--- config.mk ---
export PLATFORM = sky130hd
export DESIGN_NAME = ddr2_seq_reader
export DESIGN_NICKNAME = d
export VERILOG_FILES = /design/src/rtl/ddr2_pkg.sv /design/src/rtl/sync_fifo_fwft.sv /design/src/rtl/ddr2_seq_reader.sv
export SDC_FILE = /design/constraint.sdc
export NUM_CORES = 2
export LEC_CHECK = 0
export CORE_MARGIN = 5
export CORE_UTILIZATION = 58
export CTS_BUF_LIST = sky130_fd_sc_hd__clkbuf_16
export DETAILED_ROUTE_END_ITERATION = 10
export GPL_TIMING_DRIVEN = 0
export MAX_ROUTING_LAYER = met4
export PLACE_DENSITY = 0.81
export SLEW_MARGIN = 20
export SYNTH_ARGS = -nofsm -noshare
export SYNTH_HDL_FRONTEND = slang
export SYNTH_SLANG_ARGS = --single-unit
export TNS_END_PERCENT = 50
--- constraint.sdc ---
create_clock -name ddr2_clk -period 14.6 [get_ports ddr2_clk]
set_input_delay 3.65 -clock ddr2_clk [delete_from_list [all_inputs] [get_ports ddr2_clk]]
set_output_delay 3.65 -clock ddr2_clk [all_outputs]
set_load 0.01 [all_outputs]
--- src/rtl/ddr2_pkg.sv ---
// Controller-port widths and sequencer state encoding shared by the DDR2
// sequential reader and writer.
package ddr2_pkg;

    localparam int ADDR_W  = 31;
    localparam int WDATA_W = 256;
    localparam int RDATA_W = 128;
    localparam int MASK_W  = 32;

    typedef enum logic [1:0] {
        IDLE,
        RUN,
        DRAIN
    } seq_state_t;

endpackage

--- src/rtl/sync_fifo_fwft.sv ---
// Single-clock first-word-fall-through FIFO: the head entry is visible on dout
// whenever empty is low. Pushes while full and pops while empty are ignored.
module sync_fifo_fwft #(
    parameter int WIDTH      = 128,
    parameter int DEPTH_LOG2 = 4
) (
    input  logic                  ddr2_clk,
    input  logic                  RST,
    input  logic                  push,
    input  logic                  pop,
    input  logic [WIDTH-1:0]      din,
    output logic [WIDTH-1:0]      dout,
    output logic                  empty,
    output logic                  full,
    output logic [DEPTH_LOG2:0]   count
);

    localparam int DEPTH = 2 ** DEPTH_LOG2;
    localparam logic [DEPTH_LOG2:0] DEPTH_CNT = (DEPTH_LOG2 + 1)'(DEPTH);

    logic [WIDTH-1:0]      mem [DEPTH];
    logic [DEPTH_LOG2-1:0] wr_ptr_reg;
    logic [DEPTH_LOG2-1:0] rd_ptr_reg;
    logic [DEPTH_LOG2:0]   count_reg;
    logic                  do_push;
    logic                  do_pop;

    assign empty   = (count_reg == '0);
    assign full    = (count_reg == DEPTH_CNT);
    assign do_push = push & ~full;
    assign do_pop  = pop & ~empty;
    assign count   = count_reg;
    assign dout    = mem[rd_ptr_reg];

    // Storage carries no reset; occupancy alone decides what is meaningful.
    always_ff @(posedge ddr2_clk) begin
        if (do_push) begin
            mem[wr_ptr_reg] <= din;
        end
    end

    always_ff @(posedge ddr2_clk or negedge RST) begin
        if (!RST) begin
            wr_ptr_reg <= '0;
            rd_ptr_reg <= '0;
            count_reg  <= '0;
        end else begin
            if (do_push) begin
                wr_ptr_reg <= wr_ptr_reg + 1'b1;
            end
            if (do_pop) begin
                rd_ptr_reg <= rd_ptr_reg + 1'b1;
            end
            case ({do_push, do_pop})
                2'b10:   count_reg <= count_reg + 1'b1;
                2'b01:   count_reg <= count_reg - 1'b1;
                default: count_reg <= count_reg;
            endcase
        end
    end

endmodule

--- src/rtl/ddr2_seq_reader.sv ---
// Issues a run of DDR2 read requests over a wrapping address window and
// buffers the returned beats in a FWFT FIFO, gating requests on FIFO credit.
module ddr2_seq_reader
    import ddr2_pkg::*;
#(
    parameter logic [29:0] address_step    = 30'd4,
    parameter logic [29:0] address_bottom  = 30'h0000_0000,
    parameter logic [29:0] address_top     = 30'h0200_0000 - address_step,
    parameter int unsigned beats_per_req   = 2,
    parameter int unsigned fifo_depth_log2 = 4
) (
    input  logic                       ddr2_clk,
    input  logic                       RST,
    input  logic                       start,
    input  logic [29:0]                length,
    output logic                       busy,
    output logic                       done,
    output logic                       err,
    output logic                       req,
    input  logic                       ack,
    output logic [ADDR_W-1:0]          addr,
    output logic                       read,
    output logic                       fin,
    output logic [WDATA_W-1:0]         data_write,
    output logic [MASK_W-1:0]          mask,
    input  logic                       valid,
    input  logic [RDATA_W-1:0]         data_read,
    input  logic                       rd_en,
    output logic [RDATA_W-1:0]         dout,
    output logic                       empty,
    output logic [fifo_depth_log2:0]   count
);

    localparam int          CNT_W      = int'(fifo_depth_log2) + 1;
    localparam int          OUT_W      = int'(fifo_depth_log2) + 2;
    localparam int unsigned FIFO_DEPTH = 2 ** fifo_depth_log2;

    seq_state_t       state_reg, state_next;
    logic [29:0]      remaining_reg, remaining_next;
    logic [29:0]      addr_reg, addr_next;
    logic [OUT_W-1:0] outstanding_reg, outstanding_next;
    logic             req_reg, req_next;
    logic             done_reg, done_next;
    logic             err_reg, err_next;

    logic             fire;
    logic             beat_expected;
    logic             push;
    logic             pop;
    logic             fifo_full;
    logic             start_accept;
    logic             err_event;
    logic             credit_ok;
    logic [CNT_W-1:0] count_next;
    logic [31:0]      credit_used;

    assign fire          = req_reg & ack;
    assign beat_expected = valid & (outstanding_reg != '0);
    assign push          = beat_expected & ~fifo_full;
    assign pop           = rd_en & ~empty;
    assign start_accept  = start & (state_reg == IDLE);
    assign err_event     = (ack & ~req_reg)
                         | (valid & (outstanding_reg == '0))
                         | (beat_expected & fifo_full);

    always_comb begin
        count_next = count;
        if (push && !pop) begin
            count_next = count + 1'b1;
        end else if (pop && !push) begin
            count_next = count - 1'b1;
        end
    end

    always_comb begin
        outstanding_next = outstanding_reg;
        if (fire) begin
            outstanding_next = outstanding_next + OUT_W'(beats_per_req);
        end
        if (beat_expected) begin
            outstanding_next = outstanding_next - 1'b1;
        end
    end

    // Space left once this cycle's pushes, pops and acks have settled.
    assign credit_used = 32'(count_next) + 32'(outstanding_next) + beats_per_req;
    assign credit_ok   = (credit_used <= FIFO_DEPTH);

    always_comb begin
        state_next     = state_reg;
        remaining_next = remaining_reg;
        addr_next      = addr_reg;
        done_next      = 1'b0;
        req_next       = 1'b0;
        err_next       = (start_accept ? 1'b0 : err_reg) | err_event;

        case (state_reg)
            IDLE: begin
                if (start) begin
                    if (length != '0) begin
                        remaining_next = length;
                        addr_next      = address_bottom;
                        state_next     = RUN;
                    end else begin
                        done_next = 1'b1;
                    end
                end
            end
            RUN: begin
                if (fire) begin
                    remaining_next = remaining_reg - 1'b1;
                    addr_next      = (addr_reg == address_top) ? address_bottom
                                                               : addr_reg + address_step;
                    if (remaining_next == '0) begin
                        state_next = DRAIN;
                    end
                end
            end
            DRAIN: begin
                if ((outstanding_reg == '0) && !valid) begin
                    done_next  = 1'b1;
                    state_next = IDLE;
                end
            end
            default: state_next = IDLE;
        endcase

        // A raised request is held until acked, then always drops for a cycle.
        if (req_reg && !ack) begin
            req_next = 1'b1;
        end else if (!req_reg && (state_reg == RUN) && (remaining_next != '0) && credit_ok) begin
            req_next = 1'b1;
        end
    end

    always_ff @(posedge ddr2_clk or negedge RST) begin
        if (!RST) begin
            state_reg       <= IDLE;
            remaining_reg   <= '0;
            addr_reg        <= address_bottom;
            outstanding_reg <= '0;
            req_reg         <= 1'b0;
            done_reg        <= 1'b0;
            err_reg         <= 1'b0;
        end else begin
            state_reg       <= state_next;
            remaining_reg   <= remaining_next;
            addr_reg        <= addr_next;
            outstanding_reg <= outstanding_next;
            req_reg         <= req_next;
            done_reg        <= done_next;
            err_reg         <= err_next;
        end
    end

    sync_fifo_fwft #(
        .WIDTH      (RDATA_W),
        .DEPTH_LOG2 (int'(fifo_depth_log2))
    ) u_fifo (
        .ddr2_clk (ddr2_clk),
        .RST      (RST),
        .push     (push),
        .pop      (pop),
        .din      (data_read),
        .dout     (dout),
        .empty    (empty),
        .full     (fifo_full),
        .count    (count)
    );

    assign busy       = (state_reg != IDLE);
    assign done       = done_reg;
    assign err        = err_reg;
    assign req        = req_reg;
    assign addr       = {1'b0, addr_reg};
    assign fin        = req_reg & (remaining_reg == 30'd1);
    assign read       = 1'b1;
    assign data_write = '0;
    assign mask       = '0;

endmodule

# After elaboration in Yosys (flattened, before gate mapping)
# Memory sizes are Yosys's and may differ from the RTL's.
# Index checks and enable logic that the tools add are counted.
# totals
elab_cells	104
mem_bits_rw	2048
in_bits	164
mem_count	1
ff_bits	84
# classes
mux	29
n_eq_ne	12
n_addsub	10
bitwise	17
order_cmp	1
n_reduce_logical	24
# mem_list
memory	words	width	read_ports	rd_clocked_by_memory_dff	wr	line	text
u_fifo.mem	16	128	1	0	1	sync_fifo_fwft.sv:21	logic [WIDTH-1:0] mem [DEPTH];
# op_table
operator	count
2-to-1 mux 30 bit	7
case mux 30 bit (2 select lines)	2
nonzero test 30 bit	2
adder 30 x 3 -> 30 bit, second input constant	1
== test 30 x 1 -> 1 bit, second input constant	1
== test 30 x 25 -> 1 bit, second input constant	1
logical NOT 30 bit	1
subtractor 30 x 1 -> 30 bit, second input constant	1
2-to-1 mux 6 bit	2
bitwise AND 1 bit	11
2-to-1 mux 2 bit	5
2-to-1 mux 5 bit	2
case mux 5 bit (2 select lines)	1
adder 4 x 1 -> 4 bit, second input constant	2
adder 7 x 2 -> 8 bit, second input constant	1
less-or-equal comparator 8 x 5 -> 1 bit, second input constant	1
2-to-1 mux 1 bit	8
inequality test 2 bit, second input constant	4
adder 5 x 6 -> 7 bit	1
logical AND 1 bit	7
adder 6 x 2 -> 6 bit, second input constant	1
logical NOT 6 bit	1
case mux 2 bit (3 select lines)	1
nonzero test 2 bit	3
other kinds (16)	26

# Longest topological paths before layout
# depth
ltp_word	13
mapped_depth	21
mapped_depth_nobuf	20

# By module
# A second synthesis with hierarchy kept.
# unflattened
cells_unflattened	4809
hier_area_um2	87420.1
# by_module_without_submodules
module	area_each_um2	seq_area_each_um2	cells_each	n_inst
sync_fifo_fwft	79973.0	61824.3	3893	1
ddr2_seq_reader	7447.1	1726.7	916	1

# Worst setup path before layout
# No wires, ideal clock.
# synth_timing
path_kind	input-to-reg
startpoint	in valid
endpoint	mem u_fifo.mem[3][0] (enable)
path_buffers	1
cell_stages	5
required_time_ns	13.828
setup_slack_ns	0.766
arrival_ns	13.062
cell_sequence	nand2_1 a21oi_1 clkbuf_1 nand2_1 nor3_1
# synth_via
elab_chain_cells	5
# synth_lines
item	line	text
start, declared	ddr2_seq_reader.sv:26	input logic valid,
bitwise AND 1 bit	ddr2_seq_reader.sv:58	assign beat_expected = valid & (outstanding_reg != '0);
bitwise AND 1 bit	ddr2_seq_reader.sv:59	assign push = beat_expected & ~fifo_full;
bitwise AND 1 bit	sync_fifo_fwft.sv:30	assign do_push = push & ~full;
2-to-1 mux 1 bit	sync_fifo_fwft.sv:37	if (do_push) begin
2-to-1 mux 1 bit (not written as such)	sync_fifo_fwft.sv:38	mem[wr_ptr_reg] <= din;
end, declared	sync_fifo_fwft.sv:21	
# Every way passes these cells.

# Worst setup path after layout
# layout_timing
startpoint	reg u_fifo.rd_ptr_reg[1]
endpoint	out dout[67]
# layout_via
elab_chain_cells	1
# layout_lines
item	line	text
start, declared	sync_fifo_fwft.sv:23	logic [DEPTH_LOG2-1:0] rd_ptr_reg;
start signal, assigned	sync_fifo_fwft.sv:52	rd_ptr_reg <= rd_ptr_reg + 1'b1;
memory (16 x 128 bit)	n/a	
end, declared	ddr2_seq_reader.sv:29	output logic [RDATA_W-1:0] dout,
# Every way passes these cells.

==> flow_metrics.env <==
export IMPL_clk_pin_slew_worst_paths_ns=0.06
export IMPL_core_area_mm2=0.145
export IMPL_worstPathCellList="clkbuf_1 > clkbuf_2 > clkbuf_1 > clkbuf_1 > buf_2 > a211oi_1 > a21oi_1 > clkdlybuf4s50_1"
export IMPL_start_util_pct=58.2
export IMPL_dieArea_mm2=0.153
export IMPL_postCtsHoldBufs=0
export IMPL_r2r_start="u_fifo.count[0]"
export IMPL_finalWorstSetupSlack_ns=5.62
export IMPL_hpwl_mm=145
export IMPL_min_path_type="reg2reg"
export IMPL_gp_congestion=0.912
export IMPL_ys_seq_area_share_pct=75.2
export IMPL_largest_register_ffs=2048
export IMPL_fillCellCount=8326
export IMPL_slew_headroom_pct=18.9
export IMPL_critPathLaunch="u_fifo.rd_ptr_reg[1]"
export IMPL_ys_warnings_count=0
export IMPL_final_cells=6985
export IMPL_finalSetupTns_ns=0
export IMPL_cts_resized_gates=0
export IMPL_placed_cells=6581
export IMPL_rows=140
export IMPL_tightest_slew_ns=1.22
export IMPL_drtIter0Drc=6826
export IMPL_setup_worst_path_class="reg2out"
export IMPL_min_from="addr_reg[10]"
export IMPL_post_synth_top_count_cell="edfxtp_1"
export IMPL_required_ns=10.95
export IMPL_wl_per_cell_um=35.1
export IMPL_postSynthCellCount=3858
export IMPL_hold_viol=0
export IMPL_syn_to_final_growth_pct=19.6
export IMPL_slowest_stage="clkbuf_1"
export IMPL_grt_max_degree=55
export IMPL_postRouteAntennaNets=0
export IMPL_synth_common_cells="2048 x edfxtp_1, 623 x mux4_2, 292 x buf_4"
export IMPL_worst_path_stages=8
export IMPL_start_kind="register"
export IMPL_yosysTopAreaCell="edfxtp_1"
export IMPL_postCtsSetupBuffers=0
export IMPL_slowest_delay_ns=0.82
export IMPL_ys_seq_elements=2130
export IMPL_min_period_ns=8.98
export IMPL_leakage_nw=33.8
export IMPL_rsz0062_at_grt="false"
export IMPL_status="finished, final reports clean"
export IMPL_ff2ff_path_depth=14
export IMPL_hold_path_depth=1
export IMPL_clock_path_buffers=3
export IMPL_cpMostUsedCell="clkbuf_1"
export IMPL_drcViolationCount=0
export IMPL_endpoint_kind="primary output"
export IMPL_drv_slew=0
export IMPL_grt_pass1_vias=46000
export IMPL_dr_pass1_iters=6
export IMPL_worst_path_buf_inv=6
export IMPL_synth_area_mm2=0.0845
export IMPL_antenna_found_initial=36
export IMPL_max_freq_mhz=111
export IMPL_grt_overflow=0
export IMPL_clk_latency_ns=0.86
export IMPL_ctsHtreeMaxLevel=4
export IMPL_grtUsageTotal_pct=33.0
export IMPL_ir_worst_vdd_uv=164
export IMPL_async_reset_ff_share_pct=3.85
export IMPL_drive_gt1_share_pct=29.7
export IMPL_grt_pass1_wl_mm=343
export IMPL_post_route_period_util_pct=61.5
export IMPL_via_per_inst=6.61
export IMPL_synth_avg_cell_area_um2=21.9
export IMPL_arrival_ns=5.33
export IMPL_skew_ns=0.0375
export IMPL_synthTopCellsByArea="edfxtp_1 73%, mux4_2 17%, buf_4 2.6%"
export IMPL_die_h_um=392
export IMPL_drv_cap=0
export IMPL_ctsRootBufferMaster="clkbuf_16"
export IMPL_yosysUniqueCellTypes=72
export IMPL_fin_nets=5057
export IMPL_pre_cts_ws_ns=6.47
export IMPL_synth_edff_count=2048
export IMPL_vias=46200
export IMPL_drt_wl_total_mm=245
export IMPL_fin_util_pct=69.6
export IMPL_hold_ws_ns=0.520
export IMPL_clock_sinks=2130
export IMPL_crit_fanout=10
export IMPL_cts_buffers=201
export IMPL_setup_viol=0
export IMPL_tritoncts="done"
export IMPL_synth_main_ff_cell="edfxtp_1"
export IMPL_die_w_um=392
export IMPL_cp_top_family="buffers and inverters"
export IMPL_numPortBuffers=330
export IMPL_power_per_cell_area_mw_per_mm2=196
export IMPL_synth_top_area_share_pct=72.8
export IMPL_num_io_pins=623
path summary, 6_finish.rpt:
path / end / slack [ns]
worst min register to register: addr_reg[10] / 0.52
worst min-delay path: addr_reg[10] / 0.52
worst max-delay path: dout[67] / 5.62
worst max register to register: u_fifo.mem[0][103] / 10.39
min in group asynchronous: addr_reg[12] / 2.76
max in group asynchronous: u_fifo.count[4] / 11.20
final cells by class:
type / count / area (um2) / area share [%]
Antenna cell: 37 / 92.6 / 0.0916
Buffer: 475 / 2980 / 2.95
Clock buffer: 205 / 5130 / 5.08
Clock inverter: 162 / 1320 / 1.31
Inverter: 22 / 82.6 / 0.0817
Multi-Input combinational cell: 1521 / 19100 / 18.9
Sequential cell: 2130 / 63600 / 62.9
Tap cell: 1917 / 2400 / 2.37
Timing Repair Buffer: 516 / 6360 / 6.30
report_power, final:
| part | internal (mW) | switching, mW | total (mW) |
|---|---|---|---|
| Combinational | 3.17 | 3.81 | 6.98 |
| Sequential | 7.37 | 0.270 | 7.64 |
| Clock | 2.91 | 2.31 | 5.22 |
| Total | 13.5 | 6.39 | 19.8 |
worst reg2reg max path: cells and delay by family (launching register included):
kind                     cells  cell delay, ns
buffers and inverters        9            2.00
flip-flops                   1            0.50
adder cells (fa/ha/maj)      1            0.24
AND/OR/NAND/NOR              3            0.92
AO/OA/AOI/OAI                1            0.24
cell usage in the layout (no fill, tap or decap), drive strengths merged, types with 72 or more instances in the layout:
cell,n
edfxtp,2048
mux4,623
buf,509
clkbuf,358
clkdlybuf4s50,329
conb,292
clkinv,85
dfrtp,82
nand2,77
inv,72
routing by layer:
layer,up-vias,part of all wire [%],global-route usage (%)
met5,-,0,-
met2,4149,51,53.3
met3,607,12,7.88
li1,17600,-,-
met1,23800,33,40.3
met4,0,4.7,14.6
logic make-up after synthesis:
family / count (synthesis) / synth area share (%)
other: 2 / 0.00889
and+or+nand+nor: 328 / 2.06
muxes: 649 / 16.9
AOI/OAI and AO/OA: 185 / 1.40
DFF: 2130 / 75.2
buffers and inverters: 497 / 3.54
xor gates and xnor gates: 41 / 0.425
adders and majority gates: 26 / 0.394
through the flow:
| stage | area [um2] | power (mW) |
|---|---|---|
| 2_1_floorplan | 85500 | 11.6 |
| 3_3_place_gp | 91200 | 14.3 |
| 3_5_place_dp | 94400 | 14.5 |
| 4_1_cts | 101000 | 19.8 |
| 5_1_grt | 101000 | 20.5 |
| 6_report | 101000 | 19.8 |
(Power assumes the default switching activity.)
